**src/rtl/reg_wb_pkg.sv**
```systemverilog
// Shared definitions for the register-file writeback block.
// Holds the default datapath width and buffer depth, the encoding of the
// writeback source select, and the register-index width.
package reg_wb_pkg;

  localparam int XLEN_DEF  = 32;
  localparam int DEPTH_DEF = 2;
  localparam int RD_W      = 5;

  // Writeback source select encoding.
  typedef enum logic [1:0] {
    WBS_ALU = 2'b00,
    WBS_MEM = 2'b01,
    WBS_PC4 = 2'b10,
    WBS_IMM = 2'b11
  } wb_sel_e;

endpackage

```
**src/rtl/wb_fifo.sv**
```systemverilog
// wb_fifo: small circular write buffer for pending register-file writes.
// Ports:
//   CLK, RESET     clock, asynchronous active-high reset (clears pointers/count)
//   push_i         enqueue push_data_i at the tail (caller guarantees not full)
//   pop_i          drop the head entry (caller guarantees not empty)
//   push_data_i    entry to store ({rd, data})
//   count_o        current occupancy, 0..DEPTH
//   ent_o          all slots presented in age order, ent_o[0] = head (oldest)
//   ent_vld_o      per age-ordered slot, 1 when that slot holds a live entry
module wb_fifo #(
  parameter int W     = 37,
  parameter int DEPTH = 2,
  localparam int CW   = $clog2(DEPTH + 1),
  localparam int PW   = (DEPTH > 1) ? $clog2(DEPTH) : 1
) (
  input  logic                       CLK,
  input  logic                       RESET,
  input  logic                       push_i,
  input  logic                       pop_i,
  input  logic [W-1:0]               push_data_i,
  output logic [CW-1:0]              count_o,
  output logic [DEPTH-1:0][W-1:0]    ent_o,
  output logic [DEPTH-1:0]           ent_vld_o
);

  logic [W-1:0]  mem [DEPTH];
  logic [PW-1:0] head_q, head_d;
  logic [PW-1:0] tail_q, tail_d;
  logic [CW-1:0] count_q, count_d;

  function automatic logic [PW-1:0] ptr_inc(input logic [PW-1:0] p);
    return (p == PW'(DEPTH - 1)) ? '0 : p + 1'b1;
  endfunction

  always_comb begin
    head_d  = head_q;
    tail_d  = tail_q;
    count_d = count_q;
    if (pop_i)  head_d = ptr_inc(head_q);
    if (push_i) tail_d = ptr_inc(tail_q);
    case ({push_i, pop_i})
      2'b10:   count_d = count_q + 1'b1;
      2'b01:   count_d = count_q - 1'b1;
      default: count_d = count_q;
    endcase
  end

  // Control state: pointers and occupancy
  always_ff @(posedge CLK or posedge RESET) begin
    if (RESET) begin
      head_q  <= '0;
      tail_q  <= '0;
      count_q <= '0;
    end else begin
      head_q  <= head_d;
      tail_q  <= tail_d;
      count_q <= count_d;
    end
  end

  // Storage is not reset; liveness is tracked solely by the count.
  always_ff @(posedge CLK) begin
    if (push_i) mem[tail_q] <= push_data_i;
  end

  // Rotate storage into age order so the bypass logic can scan oldest->youngest.
  for (genvar k = 0; k < DEPTH; k++) begin : g_ent
    logic [PW:0] idx;
    assign idx          = {1'b0, head_q} + (PW+1)'(k);
    assign ent_o[k]     = mem[(idx >= (PW+1)'(DEPTH)) ? PW'(idx - (PW+1)'(DEPTH))
                                                      : idx[PW-1:0]];
    assign ent_vld_o[k] = CW'(k) < count_q;
  end

  assign count_o = count_q;

endmodule

```
**src/rtl/reg_writeback.sv**
```systemverilog
// reg_writeback: buffers writeback results and drains them into the
// register-file write port, with bypass of pending values to readers.
// Ports:
//   CLK, RESET                         clock, asynchronous active-high reset
//   WB_VALID / WB_READY                upstream handshake (READY = not full)
//   WB_SEL                             source select (ALU, load, PC+4, imm)
//   WB_ALU, WB_MEM, WB_PC4, WB_IMM     candidate results
//   WB_RD, WB_REGWRITE                 destination and write enable
//   RF_HOLD                            freezes the register-file write port
//   RF_IN, RF_INADDRESS, RF_WRITEENABLE registered register-file write port
//   BYP_RS1/2, BYP_HIT1/2, BYP_DATA1/2 bypass lookup of pending writes
//   PENDING                            buffer occupancy (excludes strobed write)
module reg_writeback
  import reg_wb_pkg::*;
#(
  parameter int XLEN  = XLEN_DEF,
  parameter int DEPTH = DEPTH_DEF
) (
  input  logic            CLK,
  input  logic            RESET,
  input  logic            WB_VALID,
  output logic            WB_READY,
  input  logic [1:0]      WB_SEL,
  input  logic [XLEN-1:0] WB_ALU,
  input  logic [XLEN-1:0] WB_MEM,
  input  logic [XLEN-1:0] WB_PC4,
  input  logic [XLEN-1:0] WB_IMM,
  input  logic [4:0]      WB_RD,
  input  logic            WB_REGWRITE,
  input  logic            RF_HOLD,
  output logic [XLEN-1:0] RF_IN,
  output logic [5:0]      RF_INADDRESS,
  output logic            RF_WRITEENABLE,
  input  logic [4:0]      BYP_RS1,
  input  logic [4:0]      BYP_RS2,
  output logic            BYP_HIT1,
  output logic            BYP_HIT2,
  output logic [XLEN-1:0] BYP_DATA1,
  output logic [XLEN-1:0] BYP_DATA2,
  output logic [1:0]      PENDING
);

  localparam int EW = RD_W + XLEN;
  localparam int CW = $clog2(DEPTH + 1);

  logic [CW-1:0]              count;
  logic [DEPTH-1:0][EW-1:0]   ent;
  logic [DEPTH-1:0]           ent_vld;
  logic                       ready, push, pop;
  logic [XLEN-1:0]            sel_data;

  logic [XLEN-1:0] rf_in_q,   rf_in_d;
  logic [RD_W-1:0] rf_addr_q, rf_addr_d;
  logic            rf_we_q,   rf_we_d;

  function automatic logic [XLEN-1:0] wb_mux(input logic [1:0] sel);
    case (sel)
      WBS_ALU: return WB_ALU;
      WBS_MEM: return WB_MEM;
      WBS_PC4: return WB_PC4;
      default: return WB_IMM;
    endcase
  endfunction

  // Scan oldest->youngest so the youngest matching entry wins; the strobed
  // write is the lowest-priority source. x0 never hits.
  function automatic logic [XLEN:0] byp_lookup(input logic [4:0] rs);
    logic            hit;
    logic [XLEN-1:0] data;
    hit  = 1'b0;
    data = '0;
    if (rf_we_q && (rf_addr_q == rs)) begin
      hit  = 1'b1;
      data = rf_in_q;
    end
    for (int k = 0; k < DEPTH; k++) begin
      if (ent_vld[k] && (ent[k][EW-1:XLEN] == rs)) begin
        hit  = 1'b1;
        data = ent[k][XLEN-1:0];
      end
    end
    if (rs == '0) begin
      hit  = 1'b0;
      data = '0;
    end
    return {hit, data};
  endfunction

  // No pass-through when full: a pop on the same edge does not free a slot.
  assign ready    = count < CW'(DEPTH);
  assign sel_data = wb_mux(WB_SEL);
  // Results for x0 or non-writing instructions are consumed but dropped.
  assign push     = WB_VALID && ready && WB_REGWRITE && (WB_RD != '0);
  assign pop      = (count != '0) && !RF_HOLD;

  wb_fifo #(.W(EW), .DEPTH(DEPTH)) u_fifo (
    .CLK         (CLK),
    .RESET       (RESET),
    .push_i      (push),
    .pop_i       (pop),
    .push_data_i ({WB_RD, sel_data}),
    .count_o     (count),
    .ent_o       (ent),
    .ent_vld_o   (ent_vld)
  );

  always_comb begin
    rf_in_d   = rf_in_q;
    rf_addr_d = rf_addr_q;
    rf_we_d   = 1'b0;
    if (pop) begin
      rf_in_d   = ent[0][XLEN-1:0];
      rf_addr_d = ent[0][EW-1:XLEN];
      rf_we_d   = 1'b1;
    end
  end

  // Register-file write port stage
  always_ff @(posedge CLK or posedge RESET) begin
    if (RESET) begin
      rf_in_q   <= '0;
      rf_addr_q <= '0;
      rf_we_q   <= 1'b0;
    end else begin
      rf_in_q   <= rf_in_d;
      rf_addr_q <= rf_addr_d;
      rf_we_q   <= rf_we_d;
    end
  end

  assign WB_READY       = ready;
  assign RF_IN          = rf_in_q;
  assign RF_INADDRESS   = {1'b0, rf_addr_q};
  assign RF_WRITEENABLE = rf_we_q;
  assign PENDING        = 2'(count);
  assign {BYP_HIT1, BYP_DATA1} = byp_lookup(BYP_RS1);
  assign {BYP_HIT2, BYP_DATA2} = byp_lookup(BYP_RS2);

endmodule

```
**config.mk**
```make
export PLATFORM = sky130hd
export DESIGN_NAME = reg_writeback
export DESIGN_NICKNAME = d
export VERILOG_FILES = /design/src/rtl/reg_wb_pkg.sv /design/src/rtl/wb_fifo.sv /design/src/rtl/reg_writeback.sv
export SDC_FILE = /design/constraint.sdc
export NUM_CORES = 1
export LEC_CHECK = 0
export CORE_ASPECT_RATIO = 0.9
export CORE_MARGIN = 3
export CORE_UTILIZATION = 51
export DETAILED_ROUTE_END_ITERATION = 8
export GPL_TIMING_DRIVEN = 0
export PLACE_DENSITY = 0.95
export SYNTH_ARGS = -nofsm -noshare
export SYNTH_HDL_FRONTEND = slang
export SYNTH_HIERARCHICAL = 1
export SYNTH_SLANG_ARGS = --single-unit
```
**constraint.sdc**
```tcl
create_clock -name CLK -period 5.71 [get_ports CLK]
set_clock_uncertainty 0.15 [all_clocks]
set_input_delay 1.142 -clock CLK [delete_from_list [all_inputs] [get_ports CLK]]
set_output_delay 1.142 -clock CLK [all_outputs]
set_load 0.05 [all_outputs]
```
Word-level counts from Yosys, hierarchy flattened
Memory sizes are Yosys's and may differ from the RTL's.
Cells that the tools add are included.
- output and inout port bits: 108
- RAM bits: 74
- word-level logic and storage cells: 71
- flip-flop bits (word level): 42
- bits of input ports: 150
- memories kept: 1
- multiplexer cells: 25
- reductions and logical operators: 17
- $add $sub $neg: 7
- equality and inequality tests: 10
- order comparisons: 5
- memories (name ; words ; width ; read ports ; clocked after Yosys merged registers in ; wr ports ; RTL line ; text):
    u_fifo.mem ; 2 ; 37 ; 2 ; 0 ; 1 ; wb_fifo.sv:26 ; logic [W-1:0] mem [DEPTH];
- operators with widths (cell ; number):
    32-bit two-way mux ; 8
    32-bit one-hot mux with 3 select lines ; 1
    5-bit == test ; 6
    1-bit two-way mux ; 15
    1-bit logical AND ; 10
    5-bit zero test ; 2
    5-bit nonzero test ; 1
    2-bit by 1-bit == test with 1-bit output, second input constant ; 2
    2-bit == test, second input constant ; 2
    1-bit by 2-bit less-than comparator with 1-bit output, first input constant ; 2
    2-bit one-hot mux with 2 select lines ; 1
    2-bit nonzero test ; 2
    1-bit adder, second input constant ; 2
    1-bit by 1-bit adder with 2-bit output, second input constant ; 1
    2-bit by 1-bit adder with 2-bit output, second input constant ; 1
    1-bit by 2-bit greater-or-equal comparator with 1-bit output, second input constant ; 1
    2-bit greater-or-equal comparator, second input constant ; 1
    2-bit zero test ; 1
    2-bit less-than comparator, second input constant ; 1
    1-bit subtractor, second input constant ; 2
    2-bit by 1-bit subtractor with 2-bit output, second input constant ; 1
    1-bit zero test ; 1

Longest topological paths before layout
An unclocked memory read counts as a cell.
- depth after elaboration: 8
- gate-level depth with buffers: 9
- gate-level depth less buffers: 6

Hierarchy
The synthesis kept the hierarchy.
- modules (own cells, without submodules) (module ; area each (sq um) ; seq. area each (sq um) ; cells an instance ; instances):
    reg_writeback ; 4222.8 ; 950.9 ; 408 ; 1
    wb_fifo ; 3534.6 ; 2322.2 ; 177 ; 1

Least setup slack after synthesis
No wires, ideal clock.
- path type: input-to-output
- start point: input BYP_RS1[0]
- end point: output BYP_DATA1[10]
- data required time: 4.418 ns
- arrival: 2.982 ns
- path slack: 1.436 ns
- stages: 8
- buffers on the path: 3
- path through: buf_2 xor2_1 nor4_1 and3_1 buf_4 o221ai_4 buf_6 o2bb2ai_1
- word-level cells in the longest chain between the ends: 6
- elaborated cells between the ends (all ways): 11
- classes of those cells: eq/ne: 3; mux: 4; reduce/logical: 4
- ends and longest elaborated chain (what ; RTL line ; text):
    start, declared ; reg_writeback.sv:34 ; input logic [4:0] BYP_RS1,
    5-bit == test ; reg_writeback.sv:72 ; if (rf_we_q && (rf_addr_q == rs)) begin
    1-bit logical AND ; reg_writeback.sv:72 ;
    32-bit two-way mux ; reg_writeback.sv:72 ;
    32-bit two-way mux (2 in series) ; reg_writeback.sv:77 ; if (ent_vld[k] && (ent[k][EW-1:XLEN] == rs)) begin
    32-bit two-way mux (*) ; reg_writeback.sv:82 ; if (rs == '0) begin
    end, declared ; reg_writeback.sv:38 ; output logic [XLEN-1:0] BYP_DATA1,
Every way passes the cells marked *; elsewhere a longest branch is shown, timed or not.

Final worst setup path
- start point: input BYP_RS1[4]
- end point: output BYP_DATA1[12]
The elaborated chain is that of the path after synthesis.

==> summary.md <==
| Metric | Value |
|---|---|
| P_leak | `4.194 nW` |
| Crit path depth | `8` |
| Delay-heaviest family, CP | `buffers and inverters` |
| Min-Delay Path Depth | `2` |
| Fill cells | `969` |
| Total number of vias | `6157` |
| Worst path slowest cell | `clkdlybuf4s50_1` |
| Tot GR Track Use | `29.32%` |
| Worst vdd ir | `0.2658 mV` |
| Fin cells | `1071` |
| Final TNS setup | `0 ps` |
| I/O Pins | `258` |
| Final worst path period need | `5378 ps` |
| Synth unique cells | `33` |
| Total power | `0.005012 W` |
| Synth warn | `6` |
| Worst-Margin Slew | `837.6 ps` |
| Area share of the largest cell type after synthesis | `28.65%` |
| Crit path largest cell delay | `870 ps` |
| Synthesized area per cell | `13.26 um2` |
| Kind of critical path | `in -> out` |
| Core area | `0.01482 mm2` |
| Routed length per placed instance | `22.62 um` |
| Yosys top cell by area | `edfxtp_1` |
| CTS resizes | `0` |
| Largest net degree at the start of global routing | `22` |
| HP Start | `RF_IN[29]` |
| Most used DFF post-synth | `edfxtp_1` |
| Reg-to-reg endpoint | `u_fifo/mem[0][22]` |
| Worst path required time | `4420 ps` |
| Core Util, Final | `75.45%` |
| Initial antenna violation count | `0` |
| Worst Path Buf+Inv | `3` |
| Top cells by area, synth | `edfxtp_1, dfrtp_1, mux2_4` |
| Fin crit share | `94.18%` |
| Post-CTS Setup Bufs | `0` |
| Pwr per Cell Area | `448.3 mW/mm2` |
| Die Y | `123 um` |
| Vias/cell | `5.749` |
| Combined area of the multi-input logic cells | `0.004135 mm2` |
| Drt pass-1 iters | `5` |
| Post-synth EDFFs | `74` |
| Depth of the most critical reg-to-reg path | `5` |
| Site row count | `42` |
| Root Driver | `clkbuf_16` |
| Crit path DAT | `4090 ps` |
| Gr ovfl total | `0` |
| Initial core utilization | `52.35%` |
| Peak Freq | `185.9 MHz` |
| Antenna cells | `0` |
| Worst slew margin | `44.16%` |
| Area grow syn2layout | `44.13%` |
| FF+latch area | `0.003273 mm2` |
| Final Worst Setup Slack | `332.1 ps` |
| WL final | `24230 um` |
| Clk buf depth | `2` |
| Synth async-reset ratio | `36.21%` |
| Gpl congestion | `0.8550` |
| FF-to-FF setup slack | `3480 ps` |
| Most used cell along the critical path | `clkdlybuf4s50_1` |
| Mapped cell area | `0.007757 mm2` |
| #FFs+latches synth | `116` |
| HP Class | `reg -> reg` |
| Final setup violation count | `0` |
| Critical path launch point type | `primary input` |
| Vias in the first global route | `6683` |
| Status | `completed` |
| Placed Cells | `1039` |
| Number of clock sinks | `116` |
| Die W | `136 um` |
| Clk slew on worst S/H paths | `50 ps` |
| First-pass GRT wire length | `36480 um` |
| CTS tree | `done` |
| Post-CTS Hold Fix Bufs | `0` |
| Gate count of the mapped netlist | `585` |
| Final ANT Viol Nets | `0` |
| Register area share after synthesis | `42.19%` |
| Share of cells above drive strength 1 | `23.83%` |
| Pre-CTS setup slack | `377.4 ps` |
| Max Cap Viol | `0` |
| Die area | `0.01673 mm2` |
| Final hold viol count | `0` |
| Launch point of the worst reg-to-reg path | `u_fifo/count_o[1]` |
| Worst-path fanout max | `10` |
| Clock Latency Late Sink | `420 ps` |
| DRC Markers | `0` |
| Critical Path, Cell by Cell | `clkdlybuf4s50_1 > xor2_1 > nor4_1 > nand3_1 > nor2_2 > buf_2 > o2bb2ai_1 > clkdlybuf4s50_1` |
| Num CTS Buffers | `17` |
| Critical Path End Type | `primary output` |
| Final nets | `1013` |
| H-tree Lvls | `4` |
| Unrepaired setup endpoints after global routing | `no` |
| Initial drt markers | `345` |
| Final slew viol count | `0` |
| Syn nets | `738` |
| Dpl hpwl | `17630 um` |
| Hold EP | `RF_IN[29]` |
| I/O Buffers | `253` |
synthesized netlist by cell type (2+ instances only):
library cell	number
nand2_1	112
edfxtp_1	74
mux2i_1	64
mux2_4	50
dfrtp_1	42
o2bb2ai_1	34
mux4_2	32
o2bb2ai_2	30
xor2_1	26
mux2_2	24
buf_6	16
buf_2	13
clkbuf_1	10
inv_1	8
xnor2_1	8
buf_4	5
nor2_1	5
nor4_1	5
and3_1	4
ha_1	3
nor2_2	3
or4_1	3
a21oi_1	2
buf_1	2
o221ai_4	2
stage by stage:
step,area [um2],hold slack (ps)
floorplan,7757,305.5
global placement,10540,318.8
detailed placement,10630,374.7
CTS,11180,386.1
global route,11180,417.0
finish,11180,388.6
layout by cell type, fill, tap and decap left out, types with 13 or more instances in the layout:
cell / n
buf_2: 13
buf_6: 16
clkbuf_1: 17
clkbuf_16: 17
clkdlybuf4s50_1: 253
dfrtp_1: 42
edfxtp_1: 74
mux2_2: 24
mux2_4: 50
mux2i_1: 64
mux4_2: 32
nand2_1: 112
o2bb2ai_1: 34
o2bb2ai_2: 30
xor2_1: 26
sequential cells by signal (all words and copies together), names as in the netlist:
| register | cells |
|---|---|
| u_fifo/head_q | 1 |
| rf_addr_q | 5 |
| RF_IN | 32 |
| u_fifo/mem | 74 |
| u_fifo/tail_q | 1 |
| RF_WRITEENABLE | 1 |
| u_fifo/count_o | 2 |
area by class of cell:
class / instances / share of cell area (%)
Timing Repair Buffer: 256 / 23.39
Buffer: 46 / 2.932
Tap cell: 198 / 2.216
Sequential cell: 116 / 29.27
Multi-Input combinational cell: 415 / 36.99
Clock buffer: 28 / 4.532
Inverter: 8 / 0.2686
Clock inverter: 4 / 0.4029
power breakdown:
part	switching, W	internal [W]	leakage, nW
clock network	0.000360	0.000642	0.272
logic	0.00161	0.00107	2.73
registers	0.000204	0.00112	1.19
kinds of logic (layout without fill, tap and decap cells):
kind of cell	Yosys count	in the layout	share of synthesized area [%]
DFF	116	116	42.19
other	1	1	0.04834
and+or+nand+nor	136	136	7.355
adders and majority gates	3	3	0.4839
buffers and inverters	54	342	4.613
xor gates and xnor gates	34	34	3.839
AOI/OAI and AO/OA	71	71	10.76
muxes	170	170	30.71
tightest hold or removal path: cells and delay by family (launching register included):
family / cells / cell delay (ps)
flip-flops: 1 / 380
AND/OR/NAND/NOR: 2 / 130
metal layers:
metal	share of wire, %	global-route usage (%)	vias up	wire length, um
li1	-	-	2761	-
met1	37	33.82	3032	9008
met2	53	52.51	306	12770
met3	7.1	6.428	58	1731
met4	3.0	12.91	0	716
met5	0	0	-	0
worst max path at each step:
stage               startpoint                end  slack [ps]
detailed placement  BYP_RS1[2]      BYP_DATA1[12]         380
CTS                 BYP_RS1[2]      BYP_DATA1[12]         340
floorplan           BYP_RS1[0]      BYP_DATA1[10]        1440
finish              BYP_RS1[4]      BYP_DATA1[12]         330
global route        BYP_RS1[2]      BYP_DATA1[12]         190
global placement      WB_RD[0]  u_fifo/mem[0][14]         380
(Power assumes the default switching activity.)
